$ cat config.mk
export PLATFORM = sky130hd
export DESIGN_NAME = signal_merger
export DESIGN_NICKNAME = d
export VERILOG_FILES = /design/src/rtl/signal_merger.sv
export SDC_FILE = /design/constraint.sdc
export NUM_CORES = 1
export LEC_CHECK = 0
export BUFFER_PORTS_ARGS = -buffer_cell sky130_fd_sc_hd__buf_2
export CAP_MARGIN = 30
export CORE_AREA = 2 2 62 64
export CTS_BUF_LIST = sky130_fd_sc_hd__clkbuf_8
export CTS_CLUSTER_SIZE = 8
export DETAILED_ROUTE_END_ITERATION = 12
export DIE_AREA = 0 0 64 66
export PLACE_DENSITY = 0.83
export SYNTH_ARGS = -nofsm -noshare
export SYNTH_HDL_FRONTEND = slang
export SYNTH_SLANG_ARGS = --single-unit
export TNS_END_PERCENT = 5
$ cat constraint.sdc
create_clock -name clk -period 3.5 [get_ports clk]
set_input_delay 0 -clock clk [delete_from_list [all_inputs] [get_ports clk]]
set_output_delay 0 -clock clk [all_outputs]
set_load 0.02 [all_outputs]
$ cat src/rtl/signal_merger.sv
// Four-channel round-robin merger: one registered output word per clock, tagged with its source channel.
// Optional per-channel grant counters are enabled by defining MERGER_STATS_EN.
module signal_merger #(
  parameter int DATA_W = 16,
  parameter int TAG_W  = 3,
  parameter int CNT_W  = 16
) (
  input  logic              clk,
  input  logic              rst,
  input  logic [DATA_W-1:0] data_in_0,
  input  logic [DATA_W-1:0] data_in_1,
  input  logic [DATA_W-1:0] data_in_2,
  input  logic [DATA_W-1:0] data_in_3,
  input  logic [3:0]        in_valid,
  output logic [3:0]        in_ready,
  output logic [DATA_W-1:0] data_out,
  output logic [TAG_W-1:0]  src_addr,
  output logic              out_valid,
  input  logic              out_ready,
  input  logic [1:0]        cnt_sel,
  output logic [CNT_W-1:0]  cnt_out
);

  typedef enum logic {EMPTY, FULL} state_t;

  state_t            state_q, state_d;
  logic [1:0]        last_grant_q;
  logic [DATA_W-1:0] data_q;
  logic [TAG_W-1:0]  src_q;

  logic [DATA_W-1:0] data_in_arr [4];
  logic [1:0]        grant;
  logic              any_req;
  logic              load_en;
  logic              xfer;

  assign data_in_arr[0] = data_in_0;
  assign data_in_arr[1] = data_in_1;
  assign data_in_arr[2] = data_in_2;
  assign data_in_arr[3] = data_in_3;

  assign any_req   = |in_valid;
  assign out_valid = (state_q == FULL);
  assign load_en   = !out_valid || out_ready;
  assign xfer      = load_en && any_req;
  assign data_out  = data_q;
  assign src_addr  = src_q;

  // Scan starts just after the previous winner; the fourth step wraps back to it.
  always_comb begin
    logic [1:0] cand;
    logic       found;
    grant = last_grant_q;
    found = 1'b0;
    cand  = last_grant_q;
    for (int k = 1; k <= 4; k++) begin
      cand = last_grant_q + 2'(k);
      if (!found && in_valid[cand]) begin
        grant = cand;
        found = 1'b1;
      end
    end
  end

  always_comb begin
    in_ready = '0;
    if (xfer) begin
      in_ready[grant] = 1'b1;
    end
  end

  always_comb begin
    state_d = state_q;
    case (state_q)
      EMPTY:   if (any_req) state_d = FULL;
      FULL:    if (out_ready && !any_req) state_d = EMPTY;
      default: state_d = EMPTY;
    endcase
  end

  always_ff @(posedge clk or negedge rst) begin
    if (!rst) begin
      state_q      <= EMPTY;
      last_grant_q <= 2'd3;
      data_q       <= '0;
      src_q        <= '0;
    end else begin
      state_q <= state_d;
      if (xfer) begin
        last_grant_q <= grant;
        data_q       <= data_in_arr[grant];
        src_q        <= {{(TAG_W-2){1'b0}}, grant};
      end
    end
  end

`ifdef MERGER_STATS_EN
  logic [CNT_W-1:0] cnt_arr [4];

  for (genvar gi = 0; gi < 4; gi++) begin : g_cnt
    logic [CNT_W-1:0] cnt_q;

    // Saturating: a stuck-at-max counter is more useful than one that wraps to a small value.
    always_ff @(posedge clk or negedge rst) begin
      if (!rst) begin
        cnt_q <= '0;
      end else if (in_ready[gi] && (cnt_q != {CNT_W{1'b1}})) begin
        cnt_q <= cnt_q + 1'b1;
      end
    end

    assign cnt_arr[gi] = cnt_q;
  end

  assign cnt_out = cnt_arr[cnt_sel];
`else
  logic unused_cnt_sel;

  assign unused_cnt_sel = ^cnt_sel;
  assign cnt_out        = '0;
`endif

endmodule

==> out/results.tsv, run 1 <==
stage	metric	value	unit
status	status	finished, final reports clean	
worst_setup_path	r2r_start	last_grant_q[1]	
drt	wl_per_cell	11.3	um
timing	fin_ws	1180	ps
grt	grt_first_pass_wirelength	6120	um
worst_setup_path	r2r-end	data_out[8]	
clock_tree	cts_made_buffers	3	
clock_tree	cts.sinks	21	
place	io_buffers	93	
worst_setup_path	reg2regPathDepth	5	
power	swShare	42.8	%
timing	finalHoldViolCount	0	
layout	fin_nets	356	
power	vdd_drop_max	0.276	mV
synth	async_flop_share	100	%
synth	syn_inst	194	
die	die_area	4220	um2
synth	yosysSeqAreaShare	34.1	%
die	coreArea	3550	um2
timing	drv_slew	0	
timing	fmax	432	MHz
clock_tree	clkLatencyLatePin	250	ps
die	die_w	64	um
clock_tree	cts_tree	done	
clock_tree	htree_levels	1	
drt	via_per_inst	4.79	
timing	fin_crit_sh	66.2	%
synth	syn_area_per_cell	7.97	um2
clock_tree	cts-resized-gates	0	
worst_hold_path	min_path_type	in -> reg	
place	pre_cts_ws	1310	ps
synth	ys_warn_count	0	
power	pwr-share-seq	33.6	%
grt	grtUsageTotal	18.1	%
timing	period_minus_slack	2320	ps
power	switching_power	490	uW
worst_setup_path	required	3500	ps
synth	synth-edff-count	0	
worst_setup_path	path_max_fanout	18	
worst_setup_path	max_stage_delay	630	ps
worst_setup_path	cp-start-kind	flop	
die	start_util	43.6	%
grt	grt_pass1_vias	1394	
drt	drtIter0Drc	55	
die	pin_count	113	
job	drv_cap	0	
worst_hold_path	min_to	out_valid	
synth	synth_top_area_cell	dfrtp_1	
clock_tree	clockBufferDepth	2	
timing	rsz0062_at_grt	false	
worst_hold_path	hp-start	in_valid[1]	
power	p_leak	0.00108	uW
timing	finalClockSkew	1.89	ps
timing	tns	0	ps
place	gp_congestion	0.728	
die	std_cell_rows	22	
power	powerDensity	573	nW/um2
power	power_frac_comb	53.1	%
die	die-height	66	um
worst_setup_path	cp_top_family	flip-flops	
worst_hold_path	hold_path_depth	3	
synth	synth_area	1550	um2
grt	grt-ovfl-total	0	
grt	grt_max_degree	36	
power	clock_power_share	13.3	%
worst_setup_path	crit_buf_inv	2	
layout	drive_above_1_share	39.7	%
drt	dr.pass1.iters	4	
worst_setup_path	cp_data_arrival_time	2320	ps
synth	synth_area_leaders	dfrtp_1 31%, nand2_1 20%, o221a_1 9.5%	
synth	synth_top_cell_area_share	30.7	%
power	internal_power	655	uW
place	hpwl	2830	um
drt	num_vias	1581	
grt	antenna_found_initial	0	
drt	drc	0	
drt	wirelength	3740	um
timing	relSlewSlack	41.4	%
timing	setup_viol_count_final	0	
clock_tree	clk_pin_slew_worst_paths	70	ps
timing	holdWs	24.6	ps
worst_setup_path	path_cells	mux2_4, o221a_1, buf_8, nor3_1, buf_2	
drt	antenna_left	0	
synth	synth.distinct_cells	26	
layout	area_delta_synth_final	29.3	%
worst_setup_path	cp_slowest_cell	dfstp_2	
worst_setup_path	rrSetupSlack	1310	ps
synth	synth-seq-cells	21	
clock_tree	cts_root_buffer	clkbuf_8	
worst_setup_path	crit_type	reg -> out	
layout	antenna_cells	0	
synth	ys.flop_type	dfrtp_1	
timing	worst_pin_slew	879	ps
worst_setup_path	end_kind	output pin	
## worst register-to-register path, cell delays in order (launching register included)
cell,delay [ps]
dfstp_2,630
nand2_1,80
a31o_1,260
a211oi_4,740
nand3_1,200
o221a_1,180
## repair_timing
item,CTS,global route
setup buffers,0,0
hold buffers,1,0
hold endpoints to repair,19,0
## power by group through the flow
stage	combinational, uW	sequential (uW)	clock, uW
CTS	616	385	160
global route	674	395	168
floorplan	372	480	0
finish	609	384	152
global placement	595	385	0
detailed placement	614	388	0
## how the worst max path moves through the flow
stage | startpoint | end | depth (start not counted) | slack (ps)
after floorplan | last_grant_q[1] | in_ready[3] | 6 | 1520
after global placement | last_grant_q[1] | data_out[8] | 5 | 1200
after detailed placement | last_grant_q[1] | data_out[8] | 5 | 1310
after CTS | last_grant_q[1] | in_ready[3] | 5 | 1150
after global routing | last_grant_q[1] | in_ready[3] | 5 | 1010
final | last_grant_q[1] | in_ready[3] | 5 | 1180
## Yosys cell counts, types with 2 or more instances
library cell / n
a21o_1: 4
buf_2: 4
buf_4: 19
buf_6: 4
dfrtp_1: 19
dfstp_2: 2
inv_1: 4
mux2_4: 2
nand2_1: 83
nand3_1: 16
nor2_1: 5
nor3_1: 3
o221a_1: 13
o221a_2: 4
## routing by layer
metal / vias up / part of all wire (%) / global-route usage, %
met5: - / 0 / 0
met4: 0 / 0.45 / 3.26
met3: 2 / 6.6 / 3.24
met2: 60 / 51 / 33.9
met1: 722 / 42 / 21.8
li1: 797 / - / -
## layout make-up
| class | count | area, um2 |
|---|---|---|
| clock buffer | 3 | 41.3 |
| inverter | 4 | 15.0 |
| clock inverter | 1 | 5.00 |
| timing repair buffer | 96 | 498 |
| multi-input combinational | 157 | 852 |
| fill | 360 | 1550 |
| sequential | 21 | 528 |
| tap | 48 | 60.1 |
## metrics by stage
step	cells	util, %	power, uW	instance area (um2)
floorplan	210	-	851	1610
global placement	324	54.3	980	1930
detailed placement	325	54.7	1000	1940
CTS	330	56.3	1160	2000
global route	330	56.3	1240	2000
finish	330	56.3	1150	2000
## sequential cells by signal, summed over array words and instances (netlist names)
name,cells
out_valid,1
data_out,16
src_addr,2
last_grant_q,2
## cell families (layout without fill, tap and decap cells)
| kind of cell | Yosys count | count (layout) | share of synthesized area (%) |
|---|---|---|---|
| DFF | 21 | 21 | 34.1 |
| buffers and inverters | 32 | 104 | 14.6 |
| other | 1 | 17 | 0.242 |
| muxes | 2 | 2 | 1.94 |
| and+or+nand+nor | 111 | 111 | 29.7 |
| AOI/OAI and AO/OA | 27 | 27 | 19.3 |
## cells in the final DEF, fill, tap and decap left out, types with 2 or more instances in the layout
cell / count
nor3_1: 3
inv_1: 4
a21o_1: 4
mux2_4: 2
nand3_1: 16
o221a_2: 4
o221a_1: 13
nor2_1: 5
conb_1: 17
nand2_1: 83
buf_2: 93
dfrtp_1: 19
dfstp_2: 2
clkbuf_8: 3
Note: power is estimated with default switching activity, not from simulation.
==> inputs of run 2 (changes only) <==
--- a/config.mk
+++ b/config.mk
@@ -7,12 +7,12 @@
 export LEC_CHECK = 0
 export BUFFER_PORTS_ARGS = -buffer_cell sky130_fd_sc_hd__buf_2
 export CAP_MARGIN = 30
-export CORE_AREA = 2 2 62 64
+export CORE_AREA = 2 2 64 66
 export CTS_BUF_LIST = sky130_fd_sc_hd__clkbuf_8
 export CTS_CLUSTER_SIZE = 8
 export DETAILED_ROUTE_END_ITERATION = 12
-export DIE_AREA = 0 0 64 66
-export PLACE_DENSITY = 0.83
+export DIE_AREA = 0 0 66 68
+export PLACE_DENSITY = 0.78
 export SYNTH_ARGS = -nofsm -noshare
 export SYNTH_HDL_FRONTEND = slang
 export SYNTH_SLANG_ARGS = --single-unit
==> constraint.sdc (replaced) <==
create_clock -name clk -period 2.4 [get_ports clk]
set_input_delay 0 -clock clk [delete_from_list [all_inputs] [get_ports clk]]
set_output_delay 0 -clock clk [all_outputs]
set_load 0.02 [all_outputs]
==> run 2 against run 1 <==
  * Clock skew is essentially flat
  * Sequential share of layout area is 0.42 points lower
  * Die area rose by 6.3%
  * Count of clock-buffer cells in the layout unchanged
  * Via count up 2.8%
  * Global-route usage down 0.33 points
  * Sequential power grew 47%
  * Design area grew 1.6%
  * First-iteration DRC count down 29%
  * Register-to-register slack worse by 810 ps
  * Combinational power up 50%
  * Routed wire length increased by 7.1%
  * Largest cell class unchanged
  * Highest routed layer unchanged
==> out/results.tsv, run 2 (synthesis gave the netlist of run 1 again) <==
stage	metric	value	unit
die	pin_count	113	
timing	fin_crit_sh	87.3	%
worst_setup_path	path_max_fanout	19	
worst_setup_path	reg2regPathDepth	6	
worst_setup_path	crit_type	reg -> out	
worst_setup_path	crit_buf_inv	2	
worst_setup_path	cp_data_arrival_time	2090	ps
power	vdd_drop_max	0.342	mV
place	hpwl	3100	um
worst_setup_path	endpoint	in_ready[3]	
status	status	finished, final reports clean	
die	die_w	66	um
worst_setup_path	crit_start	last_grant_q[1]	
worst_setup_path	cp-start-kind	flop	
drt	via_per_inst	4.82	
grt	grt_max_degree	22	
clock_tree	cts-resized-gates	0	
worst_setup_path	path_cells	mux2_4, o221a_1, buf_4, nor3_1, buf_2	
layout	antenna_cells	0	
layout	final_common_cell	buf_2	
drt	antenna_left	0	
worst_setup_path	cp_top_family	flip-flops	
power	p_leak	0.00110	uW
layout	area_delta_synth_final	31.4	%
worst_setup_path	required	2400	ps
layout	final_cell_mix	93 x buf_2, 83 x nand2_1, 19 x dfrtp_1, 17 x conb_1, 16 x nand3_1	
worst_setup_path	cp_slowest_cell	dfstp_2	
timing	relSlewSlack	65.7	%
job	drv_cap	0	
worst_setup_path	r2r-end	data_out[11]	
clock_tree	postCtsSetupBuffers	0	
power	p_total	1710	uW
worst_setup_path	r2r_start	last_grant_q[1]	
layout	design_area	2030	um2
grt	grt_pass1_vias	1453	
drt	wirelength	4000	um
die	die_area	4490	um2
timing	rsz0062_at_grt	false	
timing	setup_viol_count_final	0	
drt	drtIter0Drc	39	
place	placed_area	1980	um2
drt	drc	0	
die	start_util	40.1	%
grt	grt-ovfl-total	0	
timing	fmax	477	MHz
worst_hold_path	hold_path_depth	3	
drt	wl_per_cell	11.9	um
layout	fin_nets	361	
die	coreArea	3860	um2
clock_tree	clkLatencyLatePin	250	ps
worst_setup_path	end_kind	output pin	
grt	grt_first_pass_wirelength	6290	um
worst_setup_path	rrSetupSlack	500	ps
place	io_buffers	93	
clock_tree	cts_tree	done	
place	gp_congestion	0.761	
clock_tree	htree_levels	1	
clock_tree	cts_root_buffer	clkbuf_8	
layout	drive_above_1_share	40.8	%
clock_tree	cts_made_buffers	3	
clock_tree	cts.sinks	21	
drt	dr.pass1.iters	4	
timing	finalHoldViolCount	0	
grt	antenna_found_initial	0	
timing	tns	0	ps
clock_tree	clk_pin_slew_worst_paths	80	ps
worst_hold_path	min_path_type	in -> reg	
power	powerDensity	841	nW/um2
timing	drv_slew	0	
layout	largest_reg_flops	16	
drt	num_vias	1625	
die	std_cell_rows	23	
die	die-height	68	um
grt	grtUsageTotal	17.8	%
worst_setup_path	cp.depth	5	
timing	period_minus_slack	2090	ps
clock_tree	clockBufferDepth	2	
timing	finalClockSkew	1.78	ps
timing	worst_pin_slew	514	ps
worst_setup_path	max_stage_delay	640	ps
[run 2: cell types whose count changed in the layout (fill, tap and decap cells not counted), sizes merged]
cell | before | now
buf | 95 | 100
[run 2: per-layer routing]
metal / routed length, um / global-route usage (%) / vias to the layer above
met2: 1970 / 35.0 / 66
met1: 1710 / 20.9 / 745
met4: 14 / 3.06 / 0
li1: - / - / 812
met3: 311 / 2.30 / 2
met5: 0 / 0 / -
[run 2: how the worst min path moves through the flow]
stage / start / to / slack (ps)
2_1_floorplan: rst / data_out[0] / -300
3_3_place_gp: rst / data_out[0] / -20
3_5_place_dp: rst / data_out[0] / -10
4_1_cts: in_valid[2] / out_valid / 5
5_1_grt: in_valid[1] / out_valid / 20
6_report: in_valid[2] / out_valid / 20
[run 2: area by class of cell]
| cell class | instances | area [um2] |
|---|---|---|
| clock buffers | 3 | 41.3 |
| well taps | 50 | 62.6 |
| inverters | 4 | 15.0 |
| multi-input cells | 157 | 852 |
| flip-flops and latches | 21 | 528 |
| fillers | 400 | 1820 |
| repair buffers | 101 | 528 |
| clock inverters | 1 | 5.00 |
[run 2: report_power, final]
| part | total, uW | switching [uW] | internal [uW] |
|---|---|---|---|
| clock network | 228 | 113 | 115 |
| logic | 915 | 542 | 373 |
| registers | 565 | 81.2 | 484 |
[run 2: worst reg2reg max path: stages (launching register included)]
cell and delay (ps):
dfstp_2 640, mux2_4 340, o221a_1 260, buf_4 190, nand2_1 80, nand2_1 60
o221a_2 220
[run 2: metrics by stage]
stage | utilization, % | instances | hold WS (ps) | setup slack, ps
final | 52.7 | 337 | 16.2 | 305
after global routing | 52.7 | 337 | 23.6 | 164
after CTS | 52.7 | 337 | 4.57 | 261
after detailed placement | 51.2 | 332 | -10.8 | 509
after global placement | 51.2 | 332 | -21.4 | 531
after floorplan | - | 210 | -296 | 423
[run 2: timing repair]
item | in CTS | in global routing
endpoints found under the setup margin | 0 | 0
hold buffers | 1 | 0
endpoints found under the hold margin | 19 | 0
==> inputs of run 3 (changes only) <==
--- a/config.mk
+++ b/config.mk
@@ -5,13 +5,14 @@
 export SDC_FILE = /design/constraint.sdc
 export NUM_CORES = 1
 export LEC_CHECK = 0
+export ABC_AREA = 1
 export BUFFER_PORTS_ARGS = -buffer_cell sky130_fd_sc_hd__buf_2
 export CAP_MARGIN = 30
-export CORE_AREA = 2 2 64 66
+export CORE_AREA = 2 2 70 72
 export CTS_BUF_LIST = sky130_fd_sc_hd__clkbuf_8
 export CTS_CLUSTER_SIZE = 8
 export DETAILED_ROUTE_END_ITERATION = 12
-export DIE_AREA = 0 0 66 68
+export DIE_AREA = 0 0 72 74
 export PLACE_DENSITY = 0.78
 export SYNTH_ARGS = -nofsm -noshare
 export SYNTH_HDL_FRONTEND = slang
==> run 3 against run 2 <==
  * Register-to-register slack got worse by 310 ps
  * Worst setup slack got worse by 200 ps
  * Sequential power rose by 13%
  * Maximum frequency fell by 8.6%
  * Combinational power rose to 3.9 times the previous value
  * Flip-flop and latch count did not move
  * Design area rose by 23%
  * Critical path type unchanged
==> out/results.tsv, run 3 <==
stage	metric	value	unit
status	status	finished, final reports clean	
worst_setup_path	crit_buf_inv	2	
place	io_buffers	93	
timing	finalClockSkew	4.35	ps
power	vdd_drop_max	0.830	mV
timing	fin_crit_sh	95.5	%
timing	fmax	436	MHz
synth	yosysMostFrequentCell	nand3_1	
grt	grt-ovfl-total	0	
die	die-height	74	um
synth	ys_warn_count	0	
power	power_frac_comb	80.6	%
place	hpwl	4290	um
timing	rsz0062_at_grt	true	
timing	holdWs	8.68	ps
grt	grt_first_pass_wirelength	8250	um
timing	period_minus_slack	2290	ps
die	start_util	44.5	%
place	gp_congestion	0.832	
power	internal_power	1780	uW
place	pre_cts_ws	241	ps
synth	yosys.area_share.simple	57.7	%
clock_tree	cts.sinks	21	
synth	yosysSeqAreaShare	25.8	%
timing	drv_slew	0	
synth	syn_inst	277	
synth	synth_xor_area_share	0	%
timing	setup_viol_count_final	0	
grt	grtUsageTotal	19.6	%
synth	synth_top_family_by_area	simple AND/OR/NAND/NOR gates	
clock_tree	cts_made_buffers	3	
drt	dr.pass1.iters	4	
die	die_w	72	um
worst_setup_path	cp_slowest_cell	dfstp_2	
drt	antenna_left	0	
worst_setup_path	cp-start-kind	flop	
drt	wl_per_cell	13.7	um
power	pwr-share-seq	14.4	%
grt	grt_max_degree	35	
synth	synth_top_area_cell	dfrtp_1	
die	pin_count	113	
synth	async_flop_share	100	%
drt	num_vias	2159	
synth	synth.distinct_cells	25	
clock_tree	htree_levels	1	
layout	antenna_cells	0	
grt	grt_pass1_vias	1786	
worst_setup_path	end_kind	output pin	
clock_tree	clockBufferDepth	2	
clock_tree	cts_tree	done	
synth	synth-seq-cells	21	
worst_setup_path	max_stage_delay	540	ps
clock_tree	cts_root_buffer	clkbuf_8	
synth	synth_top_cell_area_share	23.2	%
synth	synth_area	2050	um2
layout	area_delta_synth_final	22.1	%
power	p_leak	0.00137	uW
synth	synth-edff-count	0	
worst_hold_path	min_path_type	in -> reg	
power	switching_power	2660	uW
synth	synth_area_leaders	dfrtp_1 23%, nand3_1 21%, nand2_1 12%	
worst_setup_path	crit_type	reg -> out	
worst_setup_path	cp_common_cell	nand2_2	
timing	finalHoldViolCount	0	
job	drv_cap	0	
worst_setup_path	path_cells	buf_4, nand2_1, nand2_2, nand2_1, nand2_4, nand2_4, nand2_2, nand2_8, nand2_8, nand2_2, nor2_1, buf_2	
drt	wirelength	5750	um
synth	synth_compound_area_share	1.16	%
clock_tree	clk_pin_slew_worst_paths	70	ps
die	std_cell_rows	25	
die	die_area	5330	um2
layout	final_cell_mix	93 x buf_2, 85 x nand3_1, 67 x nand2_1	
synth	synthAdderAreaFrac	0	%
clock_tree	clkLatencyLatePin	260	ps
worst_setup_path	path_max_fanout	17	
worst_setup_path	cp_data_arrival_time	2290	ps
timing	tns	0	ps
die	coreArea	4600	um2
power	clock_power_share	5.0	%
timing	fin_ws	108	ps
layout	final_common_cell	buf_2	
synth	synth_commonest_cells	85 x nand3_1, 67 x nand2_1, 21 x buf_4	
synth	ys.flop_type	dfrtp_1	
power	powerDensity	1780	nW/um2
worst_setup_path	required	2400	ps
grt	antenna_found_initial	0	
drt	via_per_inst	5.13	
layout	fin_nets	441	
power	swShare	59.9	%
synth	syn_area_per_cell	7.39	um2
layout	largest_reg_flops	16	
synth	synth_mux_area_share	0	%
layout	nFillCells	442	
layout	drive_above_1_share	43.9	%
worst_setup_path	cp_top_family	simple AND/OR/NAND/NOR gates	
drt	drc	0	
drt	drtIter0Drc	108	
run 3: changes by cell type after synthesis, sizes merged, moves of 4 or more:
cell,delta
nand2,+13
nand3,+89
o21ai,+4
a21o,-4
o221a,-17
run 3: per-stage QoR:
stage / area, um2 / utilization [%] / std cells / total power (uW)
floorplan: 2110 / - / 293 / 3630
global placement: 2390 / 51.9 / 411 / 3970
CTS: 2470 / 53.7 / 419 / 4320
finish: 2500 / 54.4 / 421 / 4440
detailed placement: 2390 / 51.9 / 411 / 4010
global route: 2500 / 54.4 / 421 / 4840
run 3: final timing paths:
kind                                   endpoint  slack (ps)             from  cells after the start
worst max-delay path                in_ready[1]         110  last_grant_q[0]                     12
worst min-delay path                  out_valid           9      in_valid[2]                      3
worst max register to register      data_out[0]         190  last_grant_q[0]                     14
worst min register to register      data_out[4]         480      data_out[4]                      2
max in group asynchronous       last_grant_q[0]        1830              rst                      2
min in group asynchronous           data_out[6]         220              rst                      2
run 3: timing repair:
| action | 4_1_cts | 5_1_grt |
|---|---|---|
| buffers inserted | 2 | 0 |
| endpoints found under the setup margin | 2 | 4 |
| hold buffers | 2 | 0 |
| gates resized for setup | 0 | 1 |
| endpoints found under the hold margin | 20 | 0 |
| cloned | 0 | 2 |
| pin swaps | 1 | 2 |
run 3: logic make-up (layout without fill, tap and decap cells):
logic type / after synthesis / count (layout)
buf+inv: 40 / 112
compound gates: 4 / 4
flops: 21 / 21
other cells: 1 / 17
simple gates: 211 / 213
run 3: worst reg2reg max path, cell delays in order (launching register included):
cell and delay (ps):
dfstp_2 540, buf_4 200, nand2_1 110, nand2_2 90
nand2_1 90, nand2_4 110, nand2_4 80, nand2_2 150
nand2_8 130, nand2_8 120, buf_4 190, nand2_1 70
nand3_1 80, nand3_1 100, nand2_1 90
run 3: power by group through the flow:
stage | Combinational, uW | Sequential (uW) | Clock, uW
2_1_floorplan | 2790 | 835 | 0
3_3_place_gp | 3330 | 643 | 0
3_5_place_dp | 3370 | 645 | 0
4_1_cts | 3450 | 642 | 230
5_1_grt | 3930 | 662 | 246
6_report | 3580 | 640 | 223
run 3: layout make-up:
class	count	area [um2]	area share, %
flip-flops and latches	21	528	21.1
well taps	54	67.6	2.70
clock inverters	1	5.00	0.200
inverters	8	35.0	1.40
repair buffers	100	523	20.9
clock buffers	3	41.3	1.65
multi-input cells	234	1300	52.0
run 3: metal layers:
metal	GRT usage [%]	part of all wire, %	up-vias
met5	0	0	-
met4	5.66	2.1	0
met3	1.63	5.6	12
met2	31.2	47	82
met1	28.8	46	988
li1	-	-	1077
